`src/rtl/i2s_rx_master_v2.sv`:
```
// I2S receive master: MCLK-derived BCLK/LRCLK, slot deserialiser,
// slice/saturate to OUT_WIDTH and a show-ahead sample FIFO.
module i2s_rx_master_v2 #(
   parameter int BCLK_HALF      = 4,
   parameter int SLOT_BITS      = 32,
   parameter int I2S_DATA_WIDTH = 24,
   parameter int OUT_WIDTH      = 12,
   parameter int OUT_LSB        = 7,
   parameter int SATURATE       = 1,
   parameter int STEREO         = 0,
   parameter int FIFO_DEPTH     = 4
) (
   input  logic                 MCLK,
   input  logic                 MCLK_rst_n,
   input  logic                 en,
   input  logic                 ADC_SDATA,
   output logic                 BCLK,
   output logic                 LRCLK,
   output logic [OUT_WIDTH-1:0] m_data,
   output logic                 m_chan,
   output logic                 m_valid,
   input  logic                 m_ready,
   output logic                 overrun,
   input  logic                 clr_overrun
);

   localparam int DIV_W = (BCLK_HALF > 1) ? $clog2(BCLK_HALF) : 1;
   localparam int BIT_W = $clog2(2 * SLOT_BITS);
   localparam int AW    = $clog2(FIFO_DEPTH);
   // only the bits at and above OUT_LSB are ever kept
   localparam int NB    = I2S_DATA_WIDTH - OUT_LSB;
   localparam int HI_W  = NB - OUT_WIDTH + 1;

   localparam logic [DIV_W-1:0] DIV_TC   = DIV_W'(BCLK_HALF - 1);
   localparam logic [BIT_W-1:0] BIT_LAST = BIT_W'(2 * SLOT_BITS - 1);
   localparam logic [BIT_W-1:0] SLOT_C   = BIT_W'(SLOT_BITS);
   localparam logic [BIT_W-1:0] K_ONE    = BIT_W'(1);
   localparam logic [BIT_W-1:0] CAP_LAST = BIT_W'(NB);
   localparam logic [BIT_W-1:0] WORD_END = BIT_W'(I2S_DATA_WIDTH);

   localparam logic [OUT_WIDTH-1:0] SAT_MAX =
      {1'b0, {(OUT_WIDTH-1){1'b1}}};
   localparam logic [OUT_WIDTH-1:0] SAT_MIN =
      {1'b1, {(OUT_WIDTH-1){1'b0}}};

   logic [DIV_W-1:0]     r_div;
   logic                 r_bclk;
   logic [BIT_W-1:0]     r_bit;
   logic                 r_lr;
   logic [NB-1:0]        r_shift;
   logic [NB-1:0]        r_word;
   logic                 r_wchan;
   logic                 r_push;
   logic [AW:0]          r_wptr;
   logic [AW:0]          r_rptr;
   logic                 r_ovr;
   logic [OUT_WIDTH:0]   r_mem [FIFO_DEPTH];

   logic                 w_tc;
   logic                 w_rise;
   logic                 w_fall;
   logic [BIT_W-1:0]     w_bit_nxt;
   logic [BIT_W-1:0]     w_k;
   logic                 w_cap;
   logic                 w_last;
   logic [NB-1:0]        w_shift_nxt;
   logic [OUT_WIDTH-1:0] w_slice;
   logic [HI_W-1:0]      w_hi;
   logic                 w_sat;
   logic [OUT_WIDTH-1:0] w_sample;
   logic                 w_empty;
   logic                 w_full;
   logic                 w_pop;
   logic                 w_wr;
   logic                 w_drop;
   logic [OUT_WIDTH:0]   w_head;

   // divider terminal count, bit-edge strobes and slot position
   always_comb begin
      w_tc      = (r_div == DIV_TC);
      w_rise    = en && w_tc && !r_bclk;
      w_fall    = en && w_tc && r_bclk;
      w_bit_nxt = (r_bit == BIT_LAST) ? '0 : r_bit + 1'b1;
      w_k       = r_lr ? (r_bit - SLOT_C) : r_bit;
      w_cap     = w_rise && (w_k >= K_ONE) && (w_k <= CAP_LAST);
      w_last    = w_rise && (w_k == WORD_END);
      w_shift_nxt = w_cap ? {r_shift[NB-2:0], ADC_SDATA} : r_shift;
   end

   // BCLK divider; held low while disabled
   always_ff @(posedge MCLK or negedge MCLK_rst_n) begin
      if (!MCLK_rst_n) begin
         r_div  <= '0;
         r_bclk <= 1'b0;
      end else if (!en) begin
         r_div  <= '0;
         r_bclk <= 1'b0;
      end else if (w_tc) begin
         r_div  <= '0;
         r_bclk <= ~r_bclk;
      end else begin
         r_div  <= r_div + 1'b1;
      end
   end

   // bit counter and LRCLK, both advanced on BCLK falling edges
   always_ff @(posedge MCLK or negedge MCLK_rst_n) begin
      if (!MCLK_rst_n) begin
         r_bit <= '0;
         r_lr  <= 1'b0;
      end else if (!en) begin
         r_bit <= '0;
         r_lr  <= 1'b0;
      end else if (w_fall) begin
         r_bit <= w_bit_nxt;
         r_lr  <= (w_bit_nxt >= SLOT_C);
      end
   end

   // MSB-first shift of the kept bits; partial word dropped on disable
   always_ff @(posedge MCLK or negedge MCLK_rst_n) begin
      if (!MCLK_rst_n) begin
         r_shift <= '0;
      end else if (!en) begin
         r_shift <= '0;
      end else begin
         r_shift <= w_shift_nxt;
      end
   end

   // latch completed word and channel, request a push one cycle later
   always_ff @(posedge MCLK or negedge MCLK_rst_n) begin
      if (!MCLK_rst_n) begin
         r_word  <= '0;
         r_wchan <= 1'b0;
         r_push  <= 1'b0;
      end else begin
         r_push <= w_last && ((STEREO != 0) || !r_lr);
         if (w_last) begin
            r_word  <= w_shift_nxt;
            r_wchan <= r_lr;
         end
      end
   end

   // slice with optional saturation when dropped MSBs are not sign copies
   always_comb begin
      w_slice  = r_word[OUT_WIDTH-1:0];
      w_hi     = r_word[NB-1:OUT_WIDTH-1];
      w_sat    = (SATURATE != 0) && !((&w_hi) || !(|w_hi));
      w_sample = w_slice;
      if (w_sat) begin
         w_sample = r_word[NB-1] ? SAT_MIN : SAT_MAX;
      end
   end

   // FIFO status and handshake decode
   always_comb begin
      w_empty = (r_wptr == r_rptr);
      w_full  = (r_wptr[AW] != r_rptr[AW]) &&
                (r_wptr[AW-1:0] == r_rptr[AW-1:0]);
      w_pop   = !w_empty && m_ready;
      w_wr    = r_push && (!w_full || w_pop);
      w_drop  = r_push && w_full && !w_pop;
   end

   // FIFO pointers with wrap bit
   always_ff @(posedge MCLK or negedge MCLK_rst_n) begin
      if (!MCLK_rst_n) begin
         r_wptr <= '0;
         r_rptr <= '0;
      end else begin
         if (w_wr) begin
            r_wptr <= r_wptr + 1'b1;
         end
         if (w_pop) begin
            r_rptr <= r_rptr + 1'b1;
         end
      end
   end

   // FIFO storage; contents are only observed while non-empty
   always_ff @(posedge MCLK) begin
      if (w_wr) begin
         r_mem[r_wptr[AW-1:0]] <= {r_wchan, w_sample};
      end
   end

   // sticky overrun; a new drop wins over a clear
   always_ff @(posedge MCLK or negedge MCLK_rst_n) begin
      if (!MCLK_rst_n) begin
         r_ovr <= 1'b0;
      end else if (w_drop) begin
         r_ovr <= 1'b1;
      end else if (clr_overrun) begin
         r_ovr <= 1'b0;
      end
   end

   // show-ahead head of FIFO, zero while empty
   always_comb begin
      w_head  = r_mem[r_rptr[AW-1:0]];
      m_valid = !w_empty;
      m_data  = '0;
      m_chan  = 1'b0;
      if (!w_empty) begin
         m_data = w_head[OUT_WIDTH-1:0];
         m_chan = w_head[OUT_WIDTH];
      end
   end

   assign BCLK    = r_bclk;
   assign LRCLK   = r_lr;
   assign overrun = r_ovr;

endmodule

```
`config.mk`:
```
export PLATFORM = sky130hd
export DESIGN_NAME = i2s_rx_master_v2
export DESIGN_NICKNAME = d
export VERILOG_FILES = /design/src/rtl/i2s_rx_master_v2.sv
export SDC_FILE = /design/constraint.sdc
export NUM_CORES = 1
export LEC_CHECK = 0
export ABC_AREA = 0
export ABC_CLOCK_PERIOD_IN_PS = 2200
export BUFFER_PORTS_ARGS = -buffer_cell sky130_fd_sc_hd__buf_2
export CAP_MARGIN = 0
export CORE_UTILIZATION = 50
export DETAILED_ROUTE_END_ITERATION = 8
export PLACE_DENSITY = 0.67
export SYNTH_ARGS = -nofsm -noshare
export SYNTH_HDL_FRONTEND = slang
export SYNTH_SLANG_ARGS = --single-unit
```
`constraint.sdc`:
```
create_clock -name MCLK -period 2.2 [get_ports MCLK]
set_input_delay 0.11 -clock MCLK [delete_from_list [all_inputs] [get_ports MCLK]]
set_output_delay 0.11 -clock MCLK [all_outputs]
set_load 0.05 [all_outputs]
```
Yosys cells after proc, flatten, opt, wreduce, memory -nomap -nowiden
Memory sizes are Yosys's and may differ from the RTL's.
Index checks and enable logic that the tools add are counted.
W data, S select, Z words.
Word-level totals
  flip-flop bits (word level): 53
  RAM bits: 52
  input bits: 6
  output and inout bits: 17
  word-level logic and storage cells: 72
  memories: 1
Memories
  r_mem: words 4, width 13, read ports 1, clocked after Yosys merged registers in 0, write ports 1, RTL line 57  | logic [OUT_WIDTH:0] r_mem [FIFO_DEPTH];
Cells by class
  $add $sub $neg: 5
  order comparisons: 3
  eq/ne operators: 8
  mux-type cells: 20
  bitwise operators: 1
  reductions and logical operators: 23
Operators by type and width (count)
  $mux W12: 3
  $mux W17: 2
  $mux W6: 4
  $logic_and A1 B1 Y1: 12
  $mux W1: 9
  $add A3 B1 Y3 const B: 2
  $add A6 B1 Y6 const B: 1
  $eq A6 B5 Y1 const B: 1
  $eq A6 B6 Y1 const B: 1
  $ge A6 B1 Y1 const B: 1
  $ge A6 B6 Y1 const B: 1
  $le A6 B5 Y1 const B: 1
  $logic_not A1 Y1: 6
  $reduce_and A6 Y1: 1
  $reduce_or A6 Y1: 1
  $sub A6 B6 Y6 const B: 1
  $mux W2: 2
  $ne A2 B1 Y1 const B: 2
  $eq A3 B3 Y1: 1
  $add A2 B1 Y2 const B: 1
  $eq A2 B2 Y1: 1
  $eq A2 B2 Y1 const B: 1
  $logic_or A1 B1 Y1: 2
  $reduce_bool A2 Y1: 1
  2 further kinds: 2

Depth between registers and ports, before layout
  depth in word-level cells: 7
  gate-level depth with buffers: 8

Worst setup path after synthesis
Ideal clock, no wire load.
  kind: register to output
  start point: register r_rptr[0]
  end point: output m_data[0]
  arrival time: 1.973 ns
  data required time: 2.090 ns
  slack: 0.117 ns
  stages on the path, launching flop included: 6
  buffers on the path: 2
  cells stage by stage: dfrtp_1 buf_2 xnor2_1 nand3b_1 clkbuf_1 and2_1
On the way
  word-level cells in the longest chain between the ends: 2
  elaborated cells on any way between the ends: 3
  classes of those cells: 1 x eq/ne; 1 x mux; 1 x memory
Ends and longest elaborated chain
  from (decl): RTL line 55  | logic [AW:0] r_rptr;
  from (signal assigned): RTL line 177  | r_rptr <= r_rptr + 1'b1;
  $mem_v2 Z4 W13 or $eq A3 B3 Y1 (tied branches)
  $mux W12 *: RTL line 206  | if (!w_empty) begin
  to (decl): RTL line 19  | output logic [OUT_WIDTH-1:0] m_data,
Mark *: on every way between the ends. The rest lies on a longest branch, timed or not.

Worst setup path after layout
  start point: register r_rptr[0]
  end point: output m_data[8]
Same word-level chain as after synthesis.

==> impl_metrics.csv <==
group,metric,value,unit
finish,antenna_cells,0,
sta,finalSetupViolations,0,
die,dieHeight,97.34,um
clock_network,cts.path.max_buffers,2,
sta,worst_slew_pin_slew,684.7,ps
finish,regArea,2889,sq um
clock_network,cts_tree,"built",
pwr,leakagePower,2.426,nW
outcome,status,"finished clean",
die,core_area,8763,sq um
finish,area_delta_synth_final,10.66,%
sta,rsz0062_at_grt,"no",
yosys,netlist_instances,333,
job,max_cap_viol_count,0,
die,start_util,51.86,%
sta,fmax,494.8,MHz
sta,tns,0,ps
sta,clock_skew,7.524,ps
grt,grtUsageTotal,17.06,%
routing,routedWlPerCell,15.33,um
yosys,synth_edf_count,52,
routing,viasPerCell,5.301,
finish,fillers,718,
finish,drive_gt1_share,19.68,%
clock_network,clkTransAtPathRegs,100,ps
routing,dr.pass1.iters,4,
critical_path,cp.arrival,1910,ps
yosys,avgSynthCellArea,13.65,sq um
routing,drc,0,
die,rows,34,
critical_path,rrSetupSlack,430,ps
sta,period_minus_slack,2021,ps
finish,nets,381,
sta,hold_viol_final,0,
routing,routed-via-count,2539,
sta,slew_headroom,54.35,%
grt,grt_pass1_vias,2545,
yosys,ys.flop_type,"dfrtp_1",
die,dieArea,9474,sq um
worst_hold_path,whs_path_depth,3,
clock_network,worstSkewPairLatency,360,ps
yosys,synthArstFlopShare,50.48,%
worst_hold_path,min_path_type,"input pin to flip-flop",
grt,antenna_found_initial,0,
finish,final_cell_mix,"dfrtp_1 (52), edfxtp_1 (52), nor2_1 (38)",
yosys,ys_ff_latch,105,
clock_network,post_cts.repair.setup_buffers,0,
place,port_buffers,22,
finish,multi_input_area,1530,sq um
routing,routed_wl,7342,um
grt,grt_pass1_wl,12640,um
place,place.gp.congestion,0.7205,
critical_path,slowest_stage,"mux4_2",
die,die_width,97.34,um
clock_network,htree_levels,3,
place,dp_hpwl,4806,um
pwr,irDropWorstVdd,0.0002579,V
critical_path,crit_type,"flip-flop to primary output",
critical_path,critPathCaptureType,"primary output",
pwr,p_per_area,642.9,nW/um^2
critical_path,rr_worst_depth,4,
grt,grt_max_degree,54,
critical_path,cpPeakStageDelay,510,ps
die,ios,23,
sta,finalMaxSlewViolations,0,
yosys,synth_nets,348,
critical_path,cp_max_fo,13,
pwr,finalPower,0.003233,W
clock_network,clock_sinks,105,
clock_network,numCtsBuffers,9,
yosys,syn_area,4544,sq um
yosys,synth.distinct_cells,42,
sta,fin_crit_sh,91.87,%
yosys,ys_warn_count,0,
yosys,ys_seq_area_share,63.55,%
routing,drtIter0Drc,118,
critical_path,critPathRequiredTime,2090,ps
critical_path,path_depth,4,
critical_path,cp-start-kind,"flip-flop",
routing,ant_nets,0,
critical_path,path_cells,"buf_6, mux4_2, and2_1, buf_2",
grt,grt-ovfl-total,0,
clock_network,clockRootBuffer,"clkbuf_8",
critical_path,cp_top_family,"multiplexers",
critical_path,path_buf_inv,2,
metrics by stage:
step | instances | cell area, sq um | worst slack [ps] | util (%) | hold slack, ps
after floorplan | 333 | 4544 | 116.6 | - | -185.6
after global routing | 479 | 5029 | 70.26 | 57.38 | 75.41
final | 479 | 5029 | 178.9 | 57.38 | 55.04
after global placement | 460 | 4806 | 444.8 | 54.84 | 274.4
after detailed placement | 460 | 4806 | 415.9 | 54.84 | 281.1
after CTS | 479 | 5024 | 9.119 | 57.32 | 36.42
worst paths after layout:
path / from / endpoint
max in group asynchronous: MCLK_rst_n / r_rptr[0]$_DFFE_PN0P_
min: m_ready / r_rptr[2]$_DFFE_PN0P_
min in group asynchronous: MCLK_rst_n / r_bit[1]$_DFFE_PN0P_
max: r_rptr[0]$_DFFE_PN0P_ / m_data[8]
min reg2reg: r_div[0]$_DFF_PN0_ / r_div[0]$_DFF_PN0_
max reg2reg: r_rptr[0]$_DFFE_PN0P_ / r_mem[3][3]$_DFFE_PP_
sequential cells by signal (all words and copies together), names as in the netlist, 2 cells and up:
name / count
r_word: 17
r_bit: 6
r_wptr: 3
r_shift: 17
r_mem: 52
r_rptr: 3
r_div: 2
cells in the mapped netlist (all sizes together) (3+ instances only):
| cell | instances | share of area (%) |
|---|---|---|
| dfrtp | 53 | 29 |
| edfxtp | 52 | 34 |
| nor2 | 38 | 3.1 |
| nand2 | 27 | 2.2 |
| and2 | 23 | 3.2 |
| a21oi | 18 | 2.0 |
| mux2i | 17 | 3.7 |
| mux4 | 13 | 6.4 |
| a21o | 11 | 1.8 |
| clkbuf | 10 | 0.83 |
| ha | 9 | 2.5 |
| buf | 8 | 1.3 |
| xnor2 | 8 | 1.5 |
| inv | 7 | 0.58 |
| o21ai | 5 | 0.55 |
| nand3 | 4 | 0.55 |
| xor2 | 4 | 0.94 |
| nand4 | 3 | 0.41 |
routing by layer:
metal	track usage (%)	part of all wire (%)	wire [um]	up-vias
met5	0	0	0	-
met4	6.787	0.95	70	0
met3	2.662	2.3	171	5
met2	25.51	46	3413	32
met1	25.30	50	3687	1258
li1	-	-	-	1244
power breakdown:
part           internal (W)  switching (W)  leakage, nW  total [W]
Sequential          0.00205     0.00000641         1.34    0.00206
Combinational     0.0000191      0.0000450        0.988  0.0000640
Clock              0.000436       0.000676       0.0963    0.00111
Total               0.00251       0.000727         2.43    0.00323
repair_timing:
item,CTS,global route
setup endpoints to repair,0,11
resized for setup,0,2
hold endpoints to repair,55,0
hold buffers,3,0
logic make-up after synthesis:
| logic type | share of synthesized area, % |
|---|---|
| AND/OR/NAND/NOR | 12.03 |
| AO/OA/AOI/OAI | 6.002 |
| flip-flops | 63.55 |
| buffers and inverters | 2.781 |
| adder cells (fa/ha/maj) | 2.478 |
| multiplexers | 10.68 |
| XOR/XNOR | 2.478 |
tightest hold or removal path, cell delays in order:
cell     delay (ps)
buf_2           120
nand3_1          90
xnor2_1          60
final cells by class:
type	instances	share of cell area (%)
timing repair buffer	40	5.101
multi-input combinational	202	30.43
tap	108	2.687
clock inverter	7	1.269
clock buffer	9	2.463
inverter	8	0.5972
sequential	105	57.45
Power figures use the tool's default switching activity.
